$ cat config.mk
export PLATFORM = sky130hd
export DESIGN_NAME = cdb_arbiter_flat
export DESIGN_NICKNAME = d
export VERILOG_FILES = /design/src/rtl/cdb_pkg.sv /design/src/rtl/cdb_if.sv /design/src/rtl/cdb_fu_fifo.sv /design/src/rtl/cdb_arbiter.sv /design/src/flat_wrapper.sv
export SDC_FILE = /design/constraint.sdc
export NUM_CORES = 1
export LEC_CHECK = 0
export BUFFER_PORTS_ARGS = -buffer_cell sky130_fd_sc_hd__buf_2
export CAP_MARGIN = 10
export CORE_MARGIN = 3
export CORE_UTILIZATION = 40
export CTS_BUF_LIST = sky130_fd_sc_hd__clkbuf_4
export CTS_CLUSTER_DIAMETER = 80
export DETAILED_ROUTE_END_ITERATION = 8
export HOLD_SLACK_MARGIN = 0.12
export SLEW_MARGIN = 20
export SYNTH_ARGS = -nofsm -noshare
export SYNTH_HDL_FRONTEND = slang
export SYNTH_SLANG_ARGS = --single-unit
$ cat constraint.sdc
create_clock -name clk -period 4.9 [get_ports clk]
set_input_delay 0.49 -clock clk [delete_from_list [all_inputs] [get_ports clk]]
set_output_delay 0.49 -clock clk [all_outputs]
set_load 0.05 [all_outputs]
$ cat src/rtl/cdb_pkg.sv
// Shared types and default sizes for the common data bus producer.
package cdb_pkg;
   localparam int DEF_NUM_FU     = 4;
   localparam int DEF_FIFO_DEPTH = 2;
   localparam int PD_BITS        = 6;
   localparam int ROB_BITS       = 5;
   localparam int XLEN           = 32;

   typedef struct packed {
      logic [PD_BITS-1:0]  pd;
      logic [4:0]          rd;
      logic [XLEN-1:0]     data;
      logic [ROB_BITS-1:0] rob;
   } cdb_pkt_t;

   // (a + b) mod n for a, b < n, without a divider
   function automatic int wrap_add(int a, int b, int n);
      int s;
      s = a + b;
      return (s >= n) ? (s - n) : s;
   endfunction
endpackage

$ cat src/rtl/cdb_if.sv
// FU completion ports plus CDB broadcast bundle; master = arbiter side, slave = FU/consumer side.
interface cdb_if import cdb_pkg::*; #(parameter int NFU = DEF_NUM_FU) ();
   logic                      flush;
   logic [NFU-1:0]            fu_valid;
   logic [NFU-1:0]            fu_ready;
   cdb_pkt_t [NFU-1:0]        fu_pkt;
   logic                      cdb_valid;
   logic [PD_BITS-1:0]        cdb_pd;
   logic [4:0]                cdb_rd;
   logic [XLEN-1:0]           cdb_data;
   logic [ROB_BITS-1:0]       cdb_rob;
   logic                      regf_we;

   modport master (
      input  flush, fu_valid, fu_pkt,
      output fu_ready, cdb_valid, cdb_pd, cdb_rd, cdb_data, cdb_rob, regf_we
   );

   modport slave (
      output flush, fu_valid, fu_pkt,
      input  fu_ready, cdb_valid, cdb_pd, cdb_rd, cdb_data, cdb_rob, regf_we
   );
endinterface

$ cat src/rtl/cdb_fu_fifo.sv
// Per-FU completion queue: synchronous FIFO of cdb_pkt_t with flush.
module cdb_fu_fifo import cdb_pkg::*; #(
   parameter int DEPTH = DEF_FIFO_DEPTH
) (
   input  logic     clk,
   input  logic     rst,
   input  logic     flush,
   input  logic     push,
   input  logic     pop,
   input  cdb_pkt_t din,
   output logic     full,
   output logic     empty,
   output cdb_pkt_t head
);
   localparam int PTR_W = $clog2(DEPTH);
   localparam int CNT_W = $clog2(DEPTH + 1);

   cdb_pkt_t         mem [DEPTH];
   logic [PTR_W-1:0] wr_ptr;
   logic [PTR_W-1:0] rd_ptr;
   logic [CNT_W-1:0] count;
   logic             do_push;
   logic             do_pop;

   // full comes from the registered count only, so a dequeue never frees a slot same-cycle
   assign full    = (count == CNT_W'(DEPTH));
   assign empty   = (count == '0);
   assign do_push = push & ~full;
   assign do_pop  = pop & ~empty;
   assign head    = mem[rd_ptr];

   always_ff @(posedge clk or negedge rst) begin
      if (!rst) begin
         wr_ptr <= '0;
         rd_ptr <= '0;
         count  <= '0;
      end else if (flush) begin
         wr_ptr <= '0;
         rd_ptr <= '0;
         count  <= '0;
      end else begin
         if (do_push) wr_ptr <= wr_ptr + 1'b1;
         if (do_pop)  rd_ptr <= rd_ptr + 1'b1;
         case ({do_push, do_pop})
            2'b10:   count <= count + 1'b1;
            2'b01:   count <= count - 1'b1;
            default: count <= count;
         endcase
      end
   end

   always_ff @(posedge clk) begin
      if (do_push && !flush) mem[wr_ptr] <= din;
   end
endmodule

$ cat src/rtl/cdb_arbiter.sv
// CDB producer: per-FU queues, round-robin select, registered broadcast.
// Optional CDB_PERF_CNT_EN adds saturating broadcast/stall counters.
module cdb_arbiter import cdb_pkg::*; #(
   parameter int NUM_FU     = DEF_NUM_FU,
   parameter int FIFO_DEPTH = DEF_FIFO_DEPTH
) (
   input  logic        clk,
   input  logic        rst,
   cdb_if.master       bus
`ifdef CDB_PERF_CNT_EN
   ,
   output logic [31:0] perf_bcast_cnt,
   output logic [31:0] perf_stall_cnt
`endif
);
   localparam int RR_W = (NUM_FU > 1) ? $clog2(NUM_FU) : 1;

   logic [NUM_FU-1:0] full;
   logic [NUM_FU-1:0] empty;
   logic [NUM_FU-1:0] pop;
   cdb_pkt_t          head [NUM_FU];
   logic [RR_W-1:0]   rr_ptr;
   logic [RR_W-1:0]   rr_nxt;
   logic [RR_W-1:0]   cand;
   logic [RR_W-1:0]   win;
   logic              win_vld;
   logic              cdb_valid_q;
   cdb_pkt_t          out_q;

   for (genvar i = 0; i < NUM_FU; i++) begin : g_fifo
      cdb_fu_fifo #(.DEPTH(FIFO_DEPTH)) u_fifo (
         .clk   (clk),
         .rst   (rst),
         .flush (bus.flush),
         .push  (bus.fu_valid[i]),
         .pop   (pop[i]),
         .din   (bus.fu_pkt[i]),
         .full  (full[i]),
         .empty (empty[i]),
         .head  (head[i])
      );
   end

   assign bus.fu_ready = ~full;

   // first non-empty queue at or after rr_ptr
   always_comb begin
      win     = '0;
      win_vld = 1'b0;
      cand    = '0;
      for (int k = 0; k < NUM_FU; k++) begin
         cand = RR_W'(wrap_add(int'(rr_ptr), k, NUM_FU));
         if (!win_vld && !empty[cand]) begin
            win_vld = 1'b1;
            win     = cand;
         end
      end
   end

   always_comb begin
      pop = '0;
      if (win_vld) pop[win] = 1'b1;
   end

   assign rr_nxt = (win == RR_W'(NUM_FU - 1)) ? '0 : win + 1'b1;

   always_ff @(posedge clk or negedge rst) begin
      if (!rst) begin
         cdb_valid_q <= 1'b0;
         out_q       <= '0;
         rr_ptr      <= '0;
      end else if (bus.flush) begin
         cdb_valid_q <= 1'b0;
         rr_ptr      <= '0;
      end else if (win_vld) begin
         cdb_valid_q <= 1'b1;
         out_q       <= head[win];
         rr_ptr      <= rr_nxt;
      end else begin
         cdb_valid_q <= 1'b0;
      end
   end

   assign bus.cdb_valid = cdb_valid_q;
   assign bus.cdb_pd    = out_q.pd;
   assign bus.cdb_rd    = out_q.rd;
   assign bus.cdb_data  = out_q.data;
   assign bus.cdb_rob   = out_q.rob;
   assign bus.regf_we   = cdb_valid_q && (out_q.rd != 5'd0);

`ifdef CDB_PERF_CNT_EN
   always_ff @(posedge clk or negedge rst) begin
      if (!rst) begin
         perf_bcast_cnt <= '0;
         perf_stall_cnt <= '0;
      end else begin
         if (cdb_valid_q && (perf_bcast_cnt != '1))
            perf_bcast_cnt <= perf_bcast_cnt + 1'b1;
         if ((|(bus.fu_valid & full)) && (perf_stall_cnt != '1))
            perf_stall_cnt <= perf_stall_cnt + 1'b1;
      end
   end
`endif
endmodule

$ cat src/flat_wrapper.sv
// flat-port wrapper written by rule: the top's interface ports become plain ports
module cdb_arbiter_flat import cdb_pkg::*;
#(
   parameter int NUM_FU     = DEF_NUM_FU,
   parameter int FIFO_DEPTH = DEF_FIFO_DEPTH
)
  (clk, rst, bus_flush, bus_fu_valid, bus_fu_pkt, bus_fu_ready, bus_cdb_valid, bus_cdb_pd, bus_cdb_rd, bus_cdb_data, bus_cdb_rob, bus_regf_we);
  cdb_if bus_i ();
  input  logic clk;
  input  logic rst;
  input wire logic [$bits(bus_i.flush)-1:0] bus_flush;
  input wire logic [$bits(bus_i.fu_valid)-1:0] bus_fu_valid;
  input wire logic [$bits(bus_i.fu_pkt)-1:0] bus_fu_pkt;
  output wire logic [$bits(bus_i.fu_ready)-1:0] bus_fu_ready;
  output wire logic [$bits(bus_i.cdb_valid)-1:0] bus_cdb_valid;
  output wire logic [$bits(bus_i.cdb_pd)-1:0] bus_cdb_pd;
  output wire logic [$bits(bus_i.cdb_rd)-1:0] bus_cdb_rd;
  output wire logic [$bits(bus_i.cdb_data)-1:0] bus_cdb_data;
  output wire logic [$bits(bus_i.cdb_rob)-1:0] bus_cdb_rob;
  output wire logic [$bits(bus_i.regf_we)-1:0] bus_regf_we;
  assign bus_i.flush = bus_flush;
  assign bus_i.fu_valid = bus_fu_valid;
  assign bus_i.fu_pkt = bus_fu_pkt;
  assign bus_fu_ready = bus_i.fu_ready;
  assign bus_cdb_valid = bus_i.cdb_valid;
  assign bus_cdb_pd = bus_i.cdb_pd;
  assign bus_cdb_rd = bus_i.cdb_rd;
  assign bus_cdb_data = bus_i.cdb_data;
  assign bus_cdb_rob = bus_i.cdb_rob;
  assign bus_regf_we = bus_i.regf_we;
  cdb_arbiter #(.NUM_FU(NUM_FU), .FIFO_DEPTH(FIFO_DEPTH)) u_core (.clk(clk), .rst(rst), .bus(bus_i));
endmodule
==> impl_metrics.json, run 1 <==
{
  "status": "finished clean",
  "yosysTopAreaCellShare_pct": 64.34,
  "final_nets": 1773,
  "dpl_cell_area_sq_um": 19890,
  "synth_commonest_cells": "edfxtp_1, mux2i_1, dfrtp_1",
  "utilization_pct": 53.74,
  "synthCells": 1040,
  "hold_path_class": "input pin to flop",
  "yosysTopAreaCell": "edfxtp_1",
  "dieArea_sq_um": 47380,
  "port_buffers": 252,
  "whs_ps": 370.5,
  "tns_ps": 0,
  "fin_area_sq_um": 23450,
  "wl_per_cell_um": 20.92,
  "hpwl_um": 26080,
  "firstDrtPassIters": 5,
  "rows": 76,
  "drt_iter0_drc": 549,
  "vias": 11030,
  "p_leak_nw": 8.792,
  "synth_edf_count": 384,
  "yosys.cell_count.top_type": "edfxtp_1",
  "areaGrowthSynthToFinish_pct": 30.86,
  "synth_seq_cells": 451,
  "post_cts_buffers": 0,
  "numCtsBuffers": 115,
  "ys.flop_type": "edfxtp_1",
  "syn_nets": 1240,
  "grt_max_degree": 59,
  "power_density_nw_per_um2": 571.9,
  "finalHoldViolCount": 0,
  "clock-root-buffer": "clkbuf_4",
  "grt_pass1_vias": 12000,
  "core_area_sq_um": 43650,
  "critPathKind": "flop to flop",
  "htreeDepth": 3,
  "worst_slew_pin_slew_ps": 1139,
  "finalWeightedCongestion": 0.7199,
  "ant_nets": 0,
  "cp-start-kind": "flop",
  "cp.arrival_ps": 4440,
  "synthTopCellsByArea": "edfxtp_1, mux2i_1, dfrtp_1",
  "finalCritPeriodShare_pct": 75.63,
  "vias_per_cell": 4.893,
  "clkSinkCount": 451,
  "cts_tree": "built",
  "netlist-cell-type-count": 42,
  "start_util_pct": 41.06,
  "clk_pin_slew_worst_paths_ps": 70,
  "finalMaxSlewViolations": 0,
  "path_max_fanout": 54,
  "syn_area_per_cell_sq_um": 17.23,
  "grt-ovfl-total": 0,
  "ioPinCount": 253,
  "regArea_sq_um": 13220,
  "rsz0062_at_grt": "no",
  "clk_latency_ps": 850,
  "dieHeight_um": 217.7,
  "yosys_warnings": 0,
  "layout-drive-gt1-share_pct": 29.44,
  "fin_crit_ps": 3706,
  "slew_headroom_pct": 24.09,
  "drc": 0,
  "grt_pass1_wl_um": 70660,
  "finClkSkew_ps": 60.70,
  "synthArstFlopShare_pct": 14.86,
  "syn-cell-area_sq_um": 17920,
  "cp-end-kind": "flop",
  "fp.dieW_um": 217.7,
  "wirelength_um": 47150,
  "peakVddDrop_mv": 0.5034,
  "clock_path_buffers": 3,
  "antenna_found_initial": 1,
  "max_cap_violations": 0,
  "required_ps": 5630,
  "final-setup-viol-count": 0,
  "multi_input_area_sq_um": 4521,
  "track_usage_pct": 20.18,
  "max_freq_ghz": 0.2699,
  "final.fill_count": 3548,
  "yosysSeqAreaShare_pct": 73.69
}
[repair_timing]
item | CTS | global route
hold endpoints to repair | 468 | 0
hold buffers | 200 | 0
gates resized for setup | 0 | 0
[report_power, final]
part / internal (W) / switching [W]
combinational: 0.00190 / 0.00284
clock: 0.00184 / 0.00147
sequential: 0.00471 / 0.000655
total: 0.00844 / 0.00497
[critical path: stages, from the launching register on]
cell and delay, ps:
dfrtp_1 460, nor2_1 210, o32a_1 180, o311a_4 560
inv_4 520, ha_1 480, mux2i_1 170, nor2_1 60
a211oi_1 220, nor2_1 60, dlygate4sd3_1 590
[final timing paths]
kind                                                      end  cells after the start  slack (ps)                        startpoint
max                          u_core.g_fifo[2].u_fifo.count[0]                     10        1190  u_core.g_fifo[2].u_fifo.count[1]
min                        u_core.g_fifo[1].u_fifo.mem[1][30]                      2         370                    bus_fu_pkt[78]
max reg2reg                  u_core.g_fifo[2].u_fifo.count[0]                     10        1190  u_core.g_fifo[2].u_fifo.count[1]
min reg2reg                           u_core.bus.cdb_data[12]                      2         530           u_core.bus.cdb_data[12]
max in group asynchronous               u_core.bus.cdb_rob[1]                      3        3650                               rst
min in group asynchronous      u_core.g_fifo[3].u_fifo.rd_ptr                      3         490                               rst
[area by class of cell]
type,count,area share [%]
Clock inverter,15,0.3521
Multi-Input combinational cell,532,19.27
Antenna cell,1,0.01067
Inverter,3,0.05868
Sequential cell,451,56.38
Tap cell,585,3.121
Timing Repair Buffer,470,14.50
Clock buffer,197,6.306
[placed cells by master, fill, tap and decap left out, drive strengths merged, types with 3 or more instances in the layout]
| master | synthesis | final |
|---|---|---|
| edfxtp | 384 | 384 |
| mux2i | 339 | 339 |
| buf | 26 | 270 |
| dlygate4sd3 | 0 | 200 |
| clkbuf | 28 | 197 |
| nor2 | 67 | 67 |
| dfrtp | 67 | 67 |
| a21oi | 52 | 52 |
| clkinv | 1 | 13 |
| nand2 | 9 | 9 |
| o21ai | 8 | 8 |
| nor3 | 8 | 8 |
| nand2b | 6 | 6 |
| xor2 | 6 | 6 |
| nor3b | 5 | 5 |
| xnor2 | 4 | 4 |
| nand3 | 4 | 4 |
| inv | 2 | 4 |
| a31oi | 3 | 3 |
| or2 | 3 | 3 |
[kinds of logic (layout without fill, tap and decap cells)]
group                      after synthesis  count (layout)  share of synthesized area (%)
muxes                                  339             339                          18.93
xor gates and xnor gates                10              10                         0.4887
DFF                                    451             451                          73.69
and+or+nand+nor                        108             108                          2.765
AOI/OAI and AO/OA                       74              74                          2.346
other                                    0               1                              0
adders and majority gates                1               1                        0.06980
buffers and inverters                   57             685                          1.703
[flip-flops by register name (all words and copies together) (netlist names)]
name                         flops
u_core.bus.cdb_data             32
u_core.bus.cdb_pd                6
u_core.bus.cdb_rd                5
u_core.bus.cdb_rob               5
u_core.bus.cdb_valid             1
u_core.g_fifo.u_fifo.count       8
u_core.g_fifo.u_fifo.mem       384
u_core.g_fifo.u_fifo.rd_ptr      4
u_core.g_fifo.u_fifo.wr_ptr      4
u_core.rr_ptr                    2
[through the flow]
step | total power [W] | setup WS, ps | std cells
after global routing | 0.01417 | 983.0 | 2254
after global placement | 0.01001 | 1753 | 1841
after detailed placement | 0.01010 | 1716 | 1841
after floorplan | 0.008811 | 11.83 | 1040
final | 0.01341 | 1194 | 2254
after CTS | 0.01360 | 1154 | 2253
[per-layer routing]
layer	share of wire [%]	GRT usage, %
met1	42	25.18
met2	50	34.57
met3	5.6	4.487
met4	2.1	7.523
met5	0	0
No activity file was read; power rests on OpenSTA's default activity.
==> inputs of run 2 (changes only) <==
Clock period 4.9 ns to 3.5 ns, I/O delays scaled along.
==> run 2 against run 1 <==
  * Cell count is 0.71% higher
  * Worst hold slack worse by 130 ps
  * Sequential share of layout area is 0.65 points lower
  * Flip-flop and latch count stayed put
  * Register-to-register slack worse by 990 ps
  * Critical path depth is 1 lower
  * Critical endpoint unchanged
==> impl_metrics.json, run 2 (synthesis gave the netlist of run 1 again) <==
{
  "final_nets": 1787,
  "layout-drive-gt1-share_pct": 29.81,
  "ioPinCount": 253,
  "worst_slew_pin_slew_ps": 856.0,
  "hpwl_um": 28030,
  "core_area_sq_um": 43650,
  "endpoint": "u_core.g_fifo[2].u_fifo.count[0]",
  "cts_tree": "built",
  "ant_nets": 0,
  "vias_per_cell": 4.865,
  "drt_iter0_drc": 704,
  "slew_headroom_pct": 42.93,
  "final_cell_mix": "edfxtp_1, mux2i_1, buf_2",
  "finalCritPeriodShare_pct": 94.08,
  "cp-end-kind": "flop",
  "r2r_slack_ps": 210,
  "p_leak_nw": 8.914,
  "power_density_nw_per_um2": 804.7,
  "clkPwrFrac_pct": 25.0,
  "port_buffers": 252,
  "crit-reg2reg-launch": "u_core.g_fifo[3].u_fifo.count[1]",
  "status": "finished clean",
  "worstSetupStartpoint": "u_core.g_fifo[3].u_fifo.count[1]",
  "regArea_sq_um": 13220,
  "hold_path_class": "input pin to flop",
  "required_ps": 4210,
  "multi_input_area_sq_um": 4533,
  "fin_crit_ps": 3293,
  "path_max_fanout": 36,
  "ctsResizeCount": 0,
  "cp.arrival_ps": 4000,
  "dieArea_sq_um": 47380,
  "firstDrtPassIters": 5,
  "peakVddDrop_mv": 0.4849,
  "power_switching_w": 0.007034,
  "rr_endpoint": "u_core.g_fifo[2].u_fifo.count[0]",
  "finClkSkew_ps": 19.92,
  "vias": 11040,
  "finalHoldViolCount": 0,
  "clk_latency_ps": 830,
  "post_cts_buffers": 0,
  "critPathKind": "flop to flop",
  "p_int_w": 0.01206,
  "tns_ps": 0,
  "clock-root-buffer": "clkbuf_4",
  "layout_commonest_cell": "edfxtp_1",
  "numCtsBuffers": 116,
  "r2r_cells": 9,
  "largest-register": "u_core.g_fifo.u_fifo.mem",
  "areaGrowthSynthToFinish_pct": 32.39,
  "pwr-share-seq_pct": 38.0,
  "p_comb_share_pct": 37.0,
  "final.fill_count": 3587,
  "grt_max_degree": 88,
  "switching_share_pct": 36.84,
  "track_usage_pct": 20.31,
  "rsz0062_at_grt": "no",
  "cp-start-kind": "flop",
  "antenna_found_initial": 5,
  "start_util_pct": 41.06,
  "max_freq_ghz": 0.3037,
  "utilization_pct": 54.36,
  "max_cap_violations": 0,
  "clk_pin_slew_worst_paths_ps": 70,
  "clkSinkCount": 451,
  "dieHeight_um": 217.7,
  "wirelength_um": 47740,
  "grt_pass1_wl_um": 71130,
  "htreeDepth": 3,
  "finalWeightedCongestion": 0.7305,
  "fp.dieW_um": 217.7,
  "final-setup-viol-count": 0,
  "holdBufCountCts": 203,
  "rows": 76,
  "largest_register_ffs": 384,
  "drc": 0,
  "grt-ovfl-total": 0,
  "finalMaxSlewViolations": 0,
  "grt_pass1_vias": 12030,
  "wl_per_cell_um": 21.03,
  "clock_path_buffers": 3
}
[run 2: cell count changes in the layout (fill, tap and decap cells not counted)]
cell,change
clkbuf_4,-4
buf_12,+7
nor3_2,-2
clkinv_1,+3
clkinv_2,+2
buf_4,+3
nor3_4,+2
bufinv_16,+2
dlygate4sd3_1,+2
buf_16,+1
[run 2: worst min path at each step]
stage                          from                                  to  slack, ps  cells after the start
finish              bus_fu_pkt[131]  u_core.g_fifo[2].u_fifo.mem[1][35]        240                      2
global route        bus_fu_pkt[131]  u_core.g_fifo[2].u_fifo.mem[0][35]        150                      2
CTS                 bus_fu_pkt[143]  u_core.g_fifo[2].u_fifo.mem[1][47]        130                      2
detailed placement              rst             u_core.bus.cdb_data[27]        430                      1
global placement                rst             u_core.bus.cdb_data[28]        420                      1
floorplan                       rst              u_core.bus.cdb_data[0]         50                      0
[run 2: stage by stage]
step | setup slack, ps | hold WS [ps] | total power [W] | cell area, sq um | instances
after floorplan | -50.08 | 54.41 | 0.01233 | 17960 | 1040
after global placement | 797.3 | 425.0 | 0.01422 | 20060 | 1851
after detailed placement | 682.2 | 434.9 | 0.01434 | 20060 | 1851
after CTS | 216.3 | 126.0 | 0.01936 | 23730 | 2269
after global routing | 3.067 | 146.8 | 0.02020 | 23730 | 2270
final | 207.2 | 244.4 | 0.01909 | 23730 | 2270
[run 2: layout make-up]
type,count,area share (%)
Sequential cell,451,55.73
Multi-Input combinational cell,532,19.10
Timing Repair Buffer,483,15.22
Clock buffer,193,6.106
Tap cell,585,3.085
Clock inverter,22,0.6908
Inverter,3,0.05800
Antenna cell,1,0.01055
[run 2: power groups by stage]
stage / clock [W] / sequential (W) / combinational (W)
6_report: 0.00477 / 0.00725 / 0.00707
5_1_grt: 0.00525 / 0.00734 / 0.00760
4_1_cts: 0.00492 / 0.00727 / 0.00718
3_5_place_dp: 0 / 0.00737 / 0.00696
3_3_place_gp: 0 / 0.00736 / 0.00687
2_1_floorplan: 0 / 0.00793 / 0.00440
[run 2: critical path: stages, from the launching register on]
cell and delay, ps:
dfrtp_1 420, or2_4 290, a211o_1 310, o311a_4 230, inv_4 600, ha_1 370, nor3b_1 80, a211oi_1 190
nor2_1 60, dlygate4sd3_1 590
[run 2: per-layer routing]
layer | global-route usage, % | wire length [um]
met5 | 0 | 37
met4 | 7.088 | 869
met3 | 5.141 | 2971
met2 | 35.11 | 24080
met1 | 24.86 | 19780
==> inputs of run 3 (changes only) <==
Settings changed: PLACE_DENSITY set to 0.59, SETUP_SLACK_MARGIN set to 0.4.
==> run 3 against run 2 <==
  * Critical path type unchanged
  * Sequential share of layout area is 0.39 points higher
  * Non-clock buffer count is 3 lower
  * Clock power is 5.5% lower
  * Cell area is 0.69% lower
==> impl_metrics.json, run 3 (synthesis gave the netlist of run 1 again) <==
{
  "core_area_sq_um": 43650,
  "max_freq_ghz": 0.3419,
  "start_util_pct": 41.06,
  "required_ps": 4210,
  "grt_pass1_wl_um": 70160,
  "layout-drive-gt1-share_pct": 29.42,
  "setup_ws_ps": 574.9,
  "largest_register_ffs": 384,
  "ant_nets": 0,
  "fin_crit_ps": 2925,
  "port_buffers": 252,
  "finalWeightedCongestion": 0.7363,
  "finalCritPeriodShare_pct": 83.57,
  "drc": 0,
  "grt_max_degree": 59,
  "met1Wirelength_um": 19920,
  "final_nets": 1779,
  "r2r_cells": 8,
  "slowest_stage": "dlygate4sd3_1",
  "layout_commonest_cell": "edfxtp_1",
  "peakVddDrop_mv": 0.5318,
  "cp.arrival_ps": 3630,
  "critPathKind": "flop to flop",
  "max_cap_violations": 0,
  "rsz0062_at_grt": "no",
  "rr_endpoint": "u_core.g_fifo[3].u_fifo.count[0]",
  "track_usage_pct": 19.92,
  "cts_tree": "built",
  "cp_cell_sequence": "nor2_2, a211o_1, o311a_4, buf_4, nand2_1, nand3b_1, a31oi_1, dlygate4sd3_1",
  "dieArea_sq_um": 47380,
  "post_cts_buffers": 0,
  "rows": 76,
  "status": "finished clean",
  "finalHoldViolCount": 0,
  "dieHeight_um": 217.7,
  "htreeDepth": 3,
  "topRoutingLayerUsed": "met5",
  "route.met3.wl_um": 2480,
  "clk_pin_slew_worst_paths_ps": 70,
  "numCtsBuffers": 111,
  "post-place-ws_ps": 720.5,
  "final_cell_mix": "edfxtp_1, mux2i_1, buf_2",
  "hpwl_um": 27510,
  "grt-ovfl-total": 0,
  "fp.dieW_um": 217.7,
  "cp-start-kind": "flop",
  "antenna_found_initial": 5,
  "clkSinkCount": 451,
  "grt_pass1_vias": 11830,
  "slew_headroom_pct": 34.73,
  "wl_per_cell_um": 20.64,
  "final-setup-viol-count": 0,
  "utilization_pct": 53.99,
  "finalMaxSlewViolations": 0,
  "clock-root-buffer": "clkbuf_4",
  "ctsResizeCount": 0,
  "worst_slew_pin_slew_ps": 979.0,
  "areaGrowthSynthToFinish_pct": 31.48,
  "drt_iter0_drc": 546,
  "cpPeakStageDelay_ps": 610,
  "clock_path_buffers": 3,
  "crit-reg2reg-launch": "u_core.g_fifo[0].u_fifo.count[1]",
  "hold_path_class": "input pin to asynchronous set/reset pin",
  "cp-end-kind": "flop",
  "path_max_fanout": 18,
  "r2r_slack_ps": 570,
  "finClkSkew_ps": 37.20,
  "wirelength_um": 46820,
  "largest-register": "u_core.g_fifo.u_fifo.mem",
  "firstDrtPassIters": 6,
  "ioPinCount": 253,
  "tns_ps": 0,
  "vias": 11000,
  "clk_latency_ps": 830,
  "p_leak_nw": 8.828,
  "vias_per_cell": 4.850,
  "power_density_nw_per_um2": 796.4,
  "met2WireLength_um": 23530
}
==> run 3: cell types whose count changed in the layout (fill, tap and decap cells not counted) <==
cell	change
diode_2	+6
buf_12	-2
dlygate4sd3_1	-3
buf_4	+3
clkbuf_4	-9
clkinv_1	+4
inv_2	+1
clkinv_2	+1
bufinv_16	-2
buf_16	-1
==> run 3: how the worst max path moves through the flow <==
stage,slack (ps),cells after the start,to,startpoint
final,570,8,u_core.g_fifo[3].u_fifo.count[0],u_core.g_fifo[0].u_fifo.count[1]
after global routing,440,8,u_core.g_fifo[3].u_fifo.count[0],u_core.g_fifo[0].u_fifo.count[1]
after CTS,600,8,u_core.g_fifo[3].u_fifo.count[0],u_core.g_fifo[0].u_fifo.count[1]
after detailed placement,720,8,u_core.bus.cdb_data[30],u_core.g_fifo[3].u_fifo.count[1]
after global placement,830,9,u_core.g_fifo[2].u_fifo.count[0],u_core.g_fifo[0].u_fifo.count[1]
after floorplan,560,3,u_core.g_fifo[1].u_fifo.mem[1][0],u_core.g_fifo[1].u_fifo.count[0]
==> run 3: area by class of cell <==
class / instances / area [sq um]
Fill cell: 3586 / 20080
Sequential cell: 451 / 13220
Multi-Input combinational cell: 532 / 4533
Timing Repair Buffer: 480 / 3536
Clock buffer: 184 / 1381
Tap cell: 585 / 732.0
Clock inverter: 26 / 127.6
Antenna cell: 7 / 17.52
Inverter: 3 / 13.76
==> run 3: worst max-delay path, delay by kind of cell (launching register included) <==
kind	cells	cell delay (ps)
flops	1	450
simple gates	3	610
buf+inv	2	1020
compound gates	3	700
==> run 3: layer usage <==
layer / vias up / GRT usage [%]
li1: 5164 / -
met1: 5465 / 24.90
met2: 307 / 34.63
met3: 62 / 4.696
met4: 2 / 5.914
met5: - / 0
==> run 3: what timing repair did <==
| item | CTS | global route |
|---|---|---|
| setup endpoints to repair | 0 | 0 |
| endpoints found under the hold margin | 459 | 0 |
| hold buffers | 199 | 0 |
==> run 3: report_power, final <==
part | internal, W | leakage (nW) | switching [W] | total [W]
registers | 0.00659 | 4.30 | 0.000673 | 0.00726
clock network | 0.00244 | 0.912 | 0.00208 | 0.00451
logic | 0.00273 | 3.62 | 0.00426 | 0.00699
==> run 3: through the flow <==
| stage | hold slack [ps] | total power, W | instances | instance area (sq um) |
|---|---|---|---|---|
| 2_1_floorplan | 54.41 | 0.01234 | 1040 | 18010 |
| 3_3_place_gp | 508.6 | 0.01410 | 1852 | 20050 |
| 3_5_place_dp | 514.5 | 0.01425 | 1852 | 20050 |
| 4_1_cts | 134.2 | 0.01899 | 2261 | 23550 |
| 5_1_grt | 153.0 | 0.01983 | 2268 | 23560 |
| 6_report | 235.7 | 0.01877 | 2268 | 23560 |
